### src/rtl/hazard_pkg.sv
// rtl/hazard_pkg.sv - shared state, condition and timeout definitions for the hazard sequencer
package hazard_pkg;

    typedef enum logic [1:0] {RUN, MEM_WAIT, ERR} hc_state_t;

    localparam int TMO_W = 16;

    // Encoded so that a larger value means a higher-priority condition.
    typedef enum logic [1:0] {COND_NONE, COND_BR, COND_LU, COND_MW} hc_cond_t;

    function automatic hc_cond_t hcArbitrate(input logic mw, input logic lu, input logic br);
        hc_cond_t res;
        if (mw)
            res = COND_MW;
        else if (lu)
            res = COND_LU;
        else if (br)
            res = COND_BR;
        else
            res = COND_NONE;
        return res;
    endfunction

endpackage

### src/rtl/hc_sat_counter.sv
// rtl/hc_sat_counter.sv - saturating event counter, holds at all-ones
module hc_sat_counter #(
    parameter int CNT_W = 32
) (
    input  logic             clk_i,
    input  logic             rst_n_i,
    input  logic             inc_i,
    output logic [CNT_W-1:0] cnt_o
);

    always_ff @(posedge clk_i or negedge rst_n_i) begin
        if (!rst_n_i)
            cnt_o <= '0;
        else if (inc_i && (cnt_o != '1))
            cnt_o <= cnt_o + 1'b1;
    end

endmodule

### src/rtl/hazard_ctrl.sv
// rtl/hazard_ctrl.sv - load-use/branch/memory-wait stall sequencer with memory-timeout watchdog
// HAZARD_CTRL_PERF_CNT_EN builds the three saturating performance counters; otherwise they read 0.
module hazard_ctrl
    import hazard_pkg::*;
#(
    parameter int MEM_TIMEOUT = 255,
    parameter int CNT_W       = 32
) (
    input  logic             clk_i,
    input  logic             rst_n_i,
    input  logic             ID_EX_MemRead_i,
    input  logic [4:0]       ID_EX_RegRt_i,
    input  logic [4:0]       IF_ID_RegRs_i,
    input  logic [4:0]       IF_ID_RegRt_i,
    input  logic             branch_taken_i,
    input  logic             dmem_req_i,
    input  logic             dmem_ack_i,
    output logic             pc_write_o,
    output logic             IF_ID_write_o,
    output logic             IF_ID_flush_o,
    output logic             ID_EX_bubble_o,
    output logic             pipe_stall_o,
    output logic             err_o,
    output logic [CNT_W-1:0] lu_stall_cnt_o,
    output logic [CNT_W-1:0] mem_stall_cnt_o,
    output logic [CNT_W-1:0] flush_cnt_o
);

    localparam logic [TMO_W-1:0] TMO_LAST = TMO_W'(MEM_TIMEOUT - 1);

    hc_state_t        state;
    hc_state_t        stateNext;
    logic [TMO_W-1:0] tmoCnt;
    logic             luHit;
    logic             memWait;
    hc_cond_t         cond;

    assign luHit   = ID_EX_MemRead_i && (ID_EX_RegRt_i != 5'd0) &&
                     ((ID_EX_RegRt_i == IF_ID_RegRs_i) || (ID_EX_RegRt_i == IF_ID_RegRt_i));
    assign memWait = dmem_req_i && !dmem_ack_i;
    assign cond    = hcArbitrate(memWait, luHit, branch_taken_i);

    always_comb begin
        pc_write_o     = 1'b0;
        IF_ID_write_o  = 1'b0;
        IF_ID_flush_o  = 1'b0;
        ID_EX_bubble_o = 1'b0;
        pipe_stall_o   = 1'b0;
        stateNext      = state;
        if (!rst_n_i) begin
            IF_ID_flush_o  = 1'b1;
            ID_EX_bubble_o = 1'b1;
        end else if (state == ERR) begin
            pipe_stall_o = 1'b1;
        end else if ((state == MEM_WAIT) && !dmem_ack_i) begin
            pipe_stall_o = 1'b1;
            stateNext    = (tmoCnt == TMO_LAST) ? ERR : MEM_WAIT;
        end else begin
            // An ack in MEM_WAIT releases the freeze the same cycle and falls through to RUN arbitration.
            stateNext = RUN;
            case (cond)
                COND_MW: begin
                    pipe_stall_o = 1'b1;
                    stateNext    = MEM_WAIT;
                end
                COND_LU: ID_EX_bubble_o = 1'b1;
                COND_BR: begin
                    pc_write_o    = 1'b1;
                    IF_ID_write_o = 1'b1;
                    IF_ID_flush_o = 1'b1;
                end
                default: begin
                    pc_write_o    = 1'b1;
                    IF_ID_write_o = 1'b1;
                end
            endcase
        end
    end

    always_ff @(posedge clk_i or negedge rst_n_i) begin
        if (!rst_n_i) begin
            state  <= RUN;
            tmoCnt <= '0;
            err_o  <= 1'b0;
        end else begin
            state <= stateNext;
            err_o <= err_o || (stateNext == ERR);
            // Held at zero outside MEM_WAIT, so every entry starts a fresh count.
            if (state != MEM_WAIT)
                tmoCnt <= '0;
            else if (!dmem_ack_i)
                tmoCnt <= tmoCnt + 1'b1;
        end
    end

`ifdef HAZARD_CTRL_PERF_CNT_EN
    logic luInc;
    logic memInc;
    logic flushInc;

    assign luInc    = rst_n_i && ID_EX_bubble_o;
    assign memInc   = pipe_stall_o && (state != ERR);
    assign flushInc = rst_n_i && IF_ID_flush_o;

    hc_sat_counter #(.CNT_W(CNT_W)) uLuCnt (
        .clk_i(clk_i), .rst_n_i(rst_n_i), .inc_i(luInc), .cnt_o(lu_stall_cnt_o)
    );
    hc_sat_counter #(.CNT_W(CNT_W)) uMemCnt (
        .clk_i(clk_i), .rst_n_i(rst_n_i), .inc_i(memInc), .cnt_o(mem_stall_cnt_o)
    );
    hc_sat_counter #(.CNT_W(CNT_W)) uFlushCnt (
        .clk_i(clk_i), .rst_n_i(rst_n_i), .inc_i(flushInc), .cnt_o(flush_cnt_o)
    );
`else
    assign lu_stall_cnt_o  = '0;
    assign mem_stall_cnt_o = '0;
    assign flush_cnt_o     = '0;
`endif

endmodule
### config.mk
export PLATFORM = sky130hd
export DESIGN_NAME = hazard_ctrl
export DESIGN_NICKNAME = d
export VERILOG_FILES = /design/src/rtl/hazard_pkg.sv /design/src/rtl/hc_sat_counter.sv /design/src/rtl/hazard_ctrl.sv
export SDC_FILE = /design/constraint.sdc
export NUM_CORES = 1
export LEC_CHECK = 0
export BUFFER_PORTS_ARGS = -buffer_cell sky130_fd_sc_hd__buf_2
export CAP_MARGIN = 20
export CORE_ASPECT_RATIO = 0.5
export CORE_MARGIN = 10
export CORE_UTILIZATION = 43
export DETAILED_ROUTE_END_ITERATION = 6
export HOLD_SLACK_MARGIN = 0.12
export PLACE_DENSITY = 0.92
export SLEW_MARGIN = 5
export SYNTH_ARGS = -nofsm -noshare
export SYNTH_HDL_FRONTEND = slang
export SYNTH_SLANG_ARGS = --single-unit
### constraint.sdc
create_clock -name clk_i -period 2.1 [get_ports clk_i]
set_input_delay 0.105 -clock clk_i [delete_from_list [all_inputs] [get_ports clk_i]]
set_output_delay 0.105 -clock clk_i [all_outputs]
set_load 0.1 [all_outputs]
==> results of run 1 <==
## sequential cells by signal (all words and copies together), names as in the netlist
signal and count:
err_o 1, tmoCnt 16, state 2
## cells by family after synthesis
group | count (synthesis) | synth area share (%)
xor gates and xnor gates | 20 | 9.199
DFF | 19 | 24.97
buffers and inverters | 104 | 39.62
AOI/OAI and AO/OA | 21 | 6.833
adders and majority gates | 2 | 1.314
and+or+nand+nor | 61 | 17.87
other | 1 | 0.1969
## routing by layer
layer	GRT usage (%)	up-vias	part of all wire, %
met5	0	-	0
met4	3.727	0	1.6
met3	3.843	6	12
met2	18.79	79	52
met1	9.316	613	35
li1	-	614	-
## layout make-up
cell class                      instances  area, um^2  share of cell area (%)
Tap cell                               54       67.56                   3.742
Timing Repair Buffer                   30       165.2                   9.148
Inverter                                3       11.26                  0.6237
Sequential cell                        19       475.5                   26.33
Multi-Input combinational cell        200        1041                   57.66
Clock buffer                            4       45.04                   2.495
## tightest hold or removal path: stages
cell	delay, ns
buf_2	0.17
a21oi_1	0.14
nor2_1	0.04
## metrics by stage
step	cell area (um^2)	cells	worst slack, ns
finish	1805	310	0.1654
global route	1805	310	0.03952
CTS	1803	310	0.1083
detailed placement	1748	305	0.3553
global placement	1748	305	0.3896
floorplan	2271	323	-0.2492
## repair_timing
item                       CTS  global route
setup endpoints to repair    0             1
hold endpoints to repair    19             0
resized for setup            0             1
hold buffers                 1             0
## power groups by stage
stage,combinational (mW),clock (mW),sequential [mW]
2_1_floorplan,1.01,0,0.393
3_3_place_gp,0.925,0,0.395
3_5_place_dp,0.928,0,0.396
4_1_cts,0.930,0.258,0.389
5_1_grt,0.967,0.270,0.391
6_report,0.941,0.250,0.390
## worst paths after layout
| path | end | slack, ns | cells past startpoint |
|---|---|---|---|
| worst max-delay path | pc_write_o | 0.17 | 5 |
| worst min-delay path | tmoCnt[1]$_DFFE_PN0P_ | 0.24 | 3 |
| worst max register to register | tmoCnt[15]$_DFFE_PN0P_ | 0.39 | 4 |
| worst min register to register | err_o$_DFF_PN0_ | 0.46 | 1 |
| max in group asynchronous | err_o$_DFF_PN0_ | 1.45 | 3 |
| min in group asynchronous | tmoCnt[3]$_DFFE_PN0P_ | 0.44 | 3 |
## cell usage in the layout, fill, tap and decap left out, types with 6 or more instances in the layout
| cell | count |
|---|---|
| dfrtp_1 | 19 |
| nor2_1 | 12 |
| buf_2 | 25 |
| conb_1 | 96 |
| nand3_1 | 8 |
| xnor2_1 | 14 |
| xor2_1 | 6 |
| a21oi_1 | 6 |
| nand2_1 | 11 |
==> run metrics, run 1 <==
Async S/R FF share, synth=between 90% and 100%; fin crit share=92.12%; diode count=0; top cells by area, synth=buf_4 38%, dfrtp_1 25%, xnor2_1 6.4%, xor2_1 2.8%, nor2_1 2.4%; most common cell in the synthesized netlist=buf_4; vias in the first global route=between 1000 and 1500; worst skew pair latency=around 0.25 ns; Area growth, synth to finish=-5.191%; vias post-DR=~1300; pin count of the biggest net entering global routing=23; post-DP HPWL=~3600 um; CTS tree=built; Final Setup Violations=0; switching portion of total power=63.66%; Fill cells=just over 400; port bufs=26; Hold Crit Start=dmem_ack_i; per-cell routed wire length=13.84 um; Initial Utilization=46.63%; sequential share of power=24.7%; Setup TNS Final=0 ns; leading area contributor after synthesis=buf_4; total power=~1.6 mW; Max Fclk=between 0.5 and 0.6 GHz; Synth Instances=228; WL final=approximately 4300 um; leakage power of the design=approximately 0.94 nW; Clock Skew=a little under 0.005 ns; outcome=finished clean; critical path type=flop to primary output; fin crit period=1.935 ns; DR pass1 iterations=4; clk sinks=19; Root Buffer=clkbuf_8; row count=16; I/O Pins=~120; cts bufs inserted=3; Die W=~110 um; fin util=around 44%; Worst Hold Class=primary input to flop; yosys warns=0; Logic pwr share=59.5%; Setup crit start=state[0]$_DFF_PN0_; critical path peak fanout=6; Final nets=between 200 and 300; initial DRC count=66; Via density=roughly 4.2; RSZ-0062 raised after global routing=no; number of synthesized flops with an enable pin=0; initial antenna violation count=0; Remaining Overflow, GRT=0; Core Area=~0.0041 mm^2; crit start category=flop; H-tree lvl count=1; ys flop type=dfrtp_1; DRC=0; Pwr Density=just under 900 mW/mm^2; Mapped Avg Cell Area=between 8 and 9 um^2; first-pass GRT wire length=6306 um; cells along the critical path=nor2b_1 -> o21bai_1 -> nand3_1 -> a21oi_2 -> buf_2; Crit-path slowest cell=buf_2; synthesized area=between 0.0015 and 0.002 mm^2; share of post-route cells with drive strength above 1=~14%; P_int=0.5742 mW; WP buf/inv=1; die area=0.007652 mm^2; Net Sw Power=between 1 and 1.5 mW; WP data arrival=about 1.8 ns; Worst Hold Slack=0.2424 ns; GR Util All Layers=approximately 9.7%; Yosys cell types=36; Crit path required time=2.00 ns; endpoint class of the critical path=primary output; remaining antenna violation count=0; R2R Path Start=tmoCnt[5]$_DFFE_PN0P_; clock power share=between 15 and 20%; final hold vios=0; Final Wtd Congestion=0.7808; Worst-path clk slew=0.07 ns; Final Slew Violations=0; Clock Tree Buf Depth=2; Largest stage delay, worst path=between 0.4 and 0.5 ns; peak supply drop=about 0.27 mV; post-synthesis sequential area ratio=24.97%; # Post-CTS Setup Buffers=0; Yosys top cell area share=approximately two fifths; Die Height=67.06 um; FF+latch count, synth=19; Largest delay share family, worst path=buffers and inverters; most frequent cells after synthesis=97 x buf_4, 19 x dfrtp_1, 14 x xnor2_1, 12 x nor2_1, 11 x nand2_1; max_cap viols=0
(Power assumes the default switching activity.)
==> inputs of run 2 (changes only) <==
--- a/config.mk
+++ b/config.mk
@@ -12,7 +12,7 @@
 export CORE_UTILIZATION = 43
 export DETAILED_ROUTE_END_ITERATION = 6
 export HOLD_SLACK_MARGIN = 0.12
-export PLACE_DENSITY = 0.92
+export PLACE_DENSITY = 0.85
 export SLEW_MARGIN = 5
 export SYNTH_ARGS = -nofsm -noshare
 export SYNTH_HDL_FRONTEND = slang
==> run metrics, run 2 (synthesized netlist as in run 1, its figures left out) <==
# Post-CTS Setup Buffers=0; Worst Hold Class=primary input to flop; Die W=114.1 um; GR Util All Layers=between 10% and 20%; fin util=44.06%; Worst-path clk slew=around 0.070 ns; clk sinks=19; Clock Tree Buf Depth=2; Cells after DPL=between 300 and 400; WL final=between 4000 and 5000 um; routed wire length on met2=roughly 2200 um; commonest non-fill, non-tap cell in the layout=conb_1; cells along the critical path=nor2b_1 -> o21bai_1 -> nand3_1 -> a21oi_2 -> buf_2; max_cap viols=0; Final Setup Violations=0; vias in the first global route=1372; Final Wtd Congestion=around 0.85; die area=around 0.0077 mm^2; Largest stage delay, worst path=approximately 0.44 ns; highest routed layer=met4; Max Fclk=around 0.50 GHz; H-tree lvl count=1; I/O Pins=between 100 and 150; Final Slew Violations=0; Area growth, synth to finish=-5.519%; fin crit share=94.99%; remaining antenna violation count=0; non-filler cells, final=between 300 and 400; outcome=finished clean; Initial Utilization=46.63%; Via density=roughly 4.2; Fill cells=roughly 400; critical path peak fanout=6; initial antenna violation count=0; post-DP HPWL=between 3000 and 4000 um; initial DRC count=82; cts bufs inserted=3; RSZ-0062 raised after global routing=no; WP data arrival=1.89 ns; M1 WL=~1500 um; CTS tree=built; peak supply drop=0.2810 mV; Finished Cell Area=approximately 0.0018 mm^2; vias post-DR=around 1300; final hold vios=0; Crit path required time=about 2 ns; Die Height=roughly 67 um; commonest cells after routing, fill and taps aside=96 x conb_1, 25 x buf_2, 19 x dfrtp_1; Root Buffer=clkbuf_8; Top reg by flops=tmoCnt; DRC=0; Core Area=about 0.0041 mm^2; worst skew pair latency=about 0.26 ns; share of post-route cells with drive strength above 1=14.51%; max FFs per register=16; first-pass GRT wire length=6548 um; row count=16; critical path type=flop to primary output; Final nets=roughly 280; crit start category=flop; top flop regs=tmoCnt: 16 flops, state: 2 flops, err_o: 1 flops; met3 wire len=465 um; leakage power of the design=0.9397 nW; Crit-path slowest cell=buf_2; fin crit period=between 1.5 and 2 ns; Clock Skew=0.009466 ns; Remaining Overflow, GRT=0; diode count=0; dpl cell area=between 0.0015 and 0.002 mm^2; pin count of the biggest net entering global routing=23; per-cell routed wire length=13.76 um; endpoint class of the critical path=primary output; port bufs=26; DR pass1 iterations=4; Pwr Density=about 900 mW/mm^2
## run 2: path summary, 6_finish.rpt
kind | start | end | slack [ns] | depth (start not counted)
max | state[0]$_DFF_PN0_ | pc_write_o | 0.11 | 5
min | dmem_ack_i | tmoCnt[1]$_DFFE_PN0P_ | 0.24 | 3
max reg2reg | tmoCnt[9]$_DFFE_PN0P_ | tmoCnt[15]$_DFFE_PN0P_ | 0.38 | 4
min reg2reg | err_o$_DFF_PN0_ | err_o$_DFF_PN0_ | 0.47 | 1
max in group asynchronous | rst_n_i | tmoCnt[8]$_DFFE_PN0P_ | 1.46 | 3
min in group asynchronous | rst_n_i | tmoCnt[2]$_DFFE_PN0P_ | 0.42 | 3
## run 2: layout make-up
class	count	area (um^2)	share of cell area, %
Timing Repair Buffer	29	157.7	8.762
Tap cell	54	67.56	3.755
Inverter	3	11.26	0.6259
Sequential cell	19	475.5	26.43
Clock inverter	1	5.005	0.2782
Clock buffer	3	41.29	2.295
Multi-Input combinational cell	200	1041	57.86
## run 2: critical path, delay by kind of cell, from the launching register on
family                 cells  cell delay, ns
AO/OA/AOI/OAI              2            0.42
flip-flops                 1            0.43
buffers and inverters      1            0.44
AND/OR/NAND/NOR            2            0.34
## run 2: report_power, final
group	internal [mW]	switching [mW]	total, mW
Combinational	0.0626	0.878	0.940
Sequential	0.375	0.0131	0.389
Clock	0.132	0.121	0.253
Total	0.570	1.01	1.58
## run 2: per-stage QoR
stage               worst slack [ns]  total power [mW]  setup TNS [ns]  hold slack, ns
finish                        0.1053             1.582               0          0.2415
global route                 0.02456             1.635               0          0.2794
CTS                          0.05486             1.576               0          0.2368
detailed placement            0.3458             1.323               0          0.1795
global placement              0.3963             1.315               0          0.1595
floorplan                    -0.2492             1.404         -0.4574         -0.1906
## run 2: layer usage
layer / GRT usage [%] / vias to the layer above
met1: 9.853 / 615
li1: - / 617
met5: 0 / -
met4: 3.727 / 0
met2: 19.70 / 72
met3: 3.575 / 5
## run 2: timing repair
item                                   CTS  global route
resized for setup                        0             1
endpoints found under the hold margin   19             0
hold buffers                             1             0
setup endpoints to repair                0             1
==> inputs of run 3 (changes only) <==
--- a/config.mk
+++ b/config.mk
@@ -12,7 +12,7 @@
 export CORE_UTILIZATION = 43
 export DETAILED_ROUTE_END_ITERATION = 6
 export HOLD_SLACK_MARGIN = 0.12
-export PLACE_DENSITY = 0.85
+export PLACE_DENSITY = 0.81
 export SLEW_MARGIN = 5
 export SYNTH_ARGS = -nofsm -noshare
 export SYNTH_HDL_FRONTEND = slang
==> run metrics, run 3 (synthesized netlist as in run 1, its figures left out) <==
outcome=finished clean; commonest cells after routing, fill and taps aside=96 x conb_1, 24 x buf_2, 19 x dfrtp_1; Remaining Overflow, GRT=0; Clock Tree Buf Depth=2; clk sinks=19; fin crit period=a little under 2 ns; P_int=~0.57 mW; total power=1.574 mW; Cells after DPL=around 300; Worst-path clk slew=0.07 ns; Final Setup Violations=0; worst skew pair latency=between 0.2 and 0.3 ns; Die Height=between 60 and 70 um; Logic pwr share=about three fifths; critical path peak fanout=6; Fill cells=around 410; max FFs per register=16; Final Slew Violations=0; dpl cell area=0.001733 mm^2; Root Buffer=clkbuf_8; CTS tree=built; Crit path required time=around 2.0 ns; WL final=4007 um; endpoint of the worst register-to-register path=tmoCnt[15]$_DFFE_PN0P_; Hold Path End=tmoCnt[1]$_DFFE_PN0P_; Final nets=~280; Final Wtd Congestion=0.8265; port bufs=26; non-filler cells, final=between 300 and 400; Setup TNS Final=0 ns; RSZ-0062 raised after global routing=no; fin crit share=between 90 and 100%; I/O Pins=123; crit start category=flop; Pwr Density=~900 mW/mm^2; WP data arrival=around 1.8 ns; share of post-route cells with drive strength above 1=approximately 14%; cts bufs inserted=3; switching portion of total power=63.85%; Top reg by flops=tmoCnt; Net Sw Power=between 1 and 1.5 mW; initial antenna violation count=0; max_cap viols=0; hold path depth=3; commonest non-fill, non-tap cell in the layout=conb_1; diode count=0; R2R Path Start=tmoCnt[9]$_DFFE_PN0P_; pin count of the biggest net entering global routing=26; row count=16; first-pass GRT wire length=6175 um; post-DP HPWL=approximately 3500 um; Reg2Reg Setup Slack=roughly 0.38 ns; clock power share=between 10% and 20%; Hold Crit Start=dmem_ack_i; H-tree lvl count=1; initial DRC count=60; Initial Utilization=46.63%; Die W=114.1 um; Core Area=0.004084 mm^2; Finished Cell Area=0.001794 mm^2; Setup WS post-layout=roughly 0.16 ns; Area growth, synth to finish=-5.782%; top flop regs=tmoCnt: 16 flops, state: 2 flops, err_o: 1 flops; Max Fclk=0.5151 GHz; die area=between 0.007 and 0.008 mm^2; vias in the first global route=1391; final hold vios=0; vias post-DR=roughly 1300; multi-input logic area=roughly 0.0010 mm^2; remaining antenna violation count=0; peak supply drop=0.3259 mV; worst r2r path cells=4; DR pass1 iterations=4; endpoint class of the critical path=primary output; sequential share of power=between 20% and 30%; leakage power of the design=a little over 0.9 nW; GR Util All Layers=under 10%; per-cell routed wire length=between 10 and 15 um; Worst Hold Class=primary input to flop; placement-stage worst setup slack=around 0.37 ns; DRC=0; critical path type=flop to primary output; register area=475.5 um^2; Clock Skew=between 0.001 and 0.0015 ns; Via density=4.192
## run 3: worst max-delay path: stages, from the launching register on
cell and delay [ns]:
dfrtp_1 0.43, nor2b_1 0.20, o21bai_1 0.26, nand3_1 0.13, a21oi_2 0.13, buf_2 0.44
## run 3: through the flow
step / hold WS [ns] / utilization [%]
final: 0.2333 / 43.93
after global routing: 0.2744 / 43.93
after CTS: 0.2292 / 43.81
after detailed placement: 0.1032 / 42.43
after global placement: 0.09848 / 42.43
after floorplan: -0.1906 / -
## run 3: worst max path at each step
stage	start	to	slack (ns)
after detailed placement	ID_EX_RegRt_i[1]	IF_ID_flush_o	0.37
after CTS	rst_n_i	pipe_stall_o	0.13
after global placement	ID_EX_RegRt_i[1]	IF_ID_flush_o	0.41
after global routing	state[0]$_DFF_PN0_	pc_write_o	0.03
after floorplan	state[0]$_DFF_PN0_	pipe_stall_o	-0.25
final	state[0]$_DFF_PN0_	pc_write_o	0.16
## run 3: area by class of cell
cell class | count | area share (%)
Timing Repair Buffer | 28 | 8.508
Multi-Input combinational cell | 200 | 58.02
Tap cell | 54 | 3.766
Clock buffer | 3 | 2.301
Sequential cell | 19 | 26.50
Clock inverter | 1 | 0.2789
Inverter | 3 | 0.6276
## run 3: timing repair
action,in CTS,in global routing
resized for setup,0,2
setup endpoints to repair,0,2
endpoints found under the hold margin,19,0
hold buffers,1,0
setup buffers,0,0
## run 3: power by group through the flow
stage | sequential (mW) | clock [mW] | combinational [mW]
4_1_cts | 0.389 | 0.257 | 0.925
5_1_grt | 0.390 | 0.274 | 0.966
3_5_place_dp | 0.396 | 0 | 0.923
3_3_place_gp | 0.394 | 0 | 0.918
6_report | 0.389 | 0.248 | 0.937
2_1_floorplan | 0.393 | 0 | 1.01
## run 3: routing by layer
metal	share of wire, %	global-route usage, %
met2	48	18.36
met5	0	0
met3	14	4.200
met4	1.4	2.950
met1	36	8.856
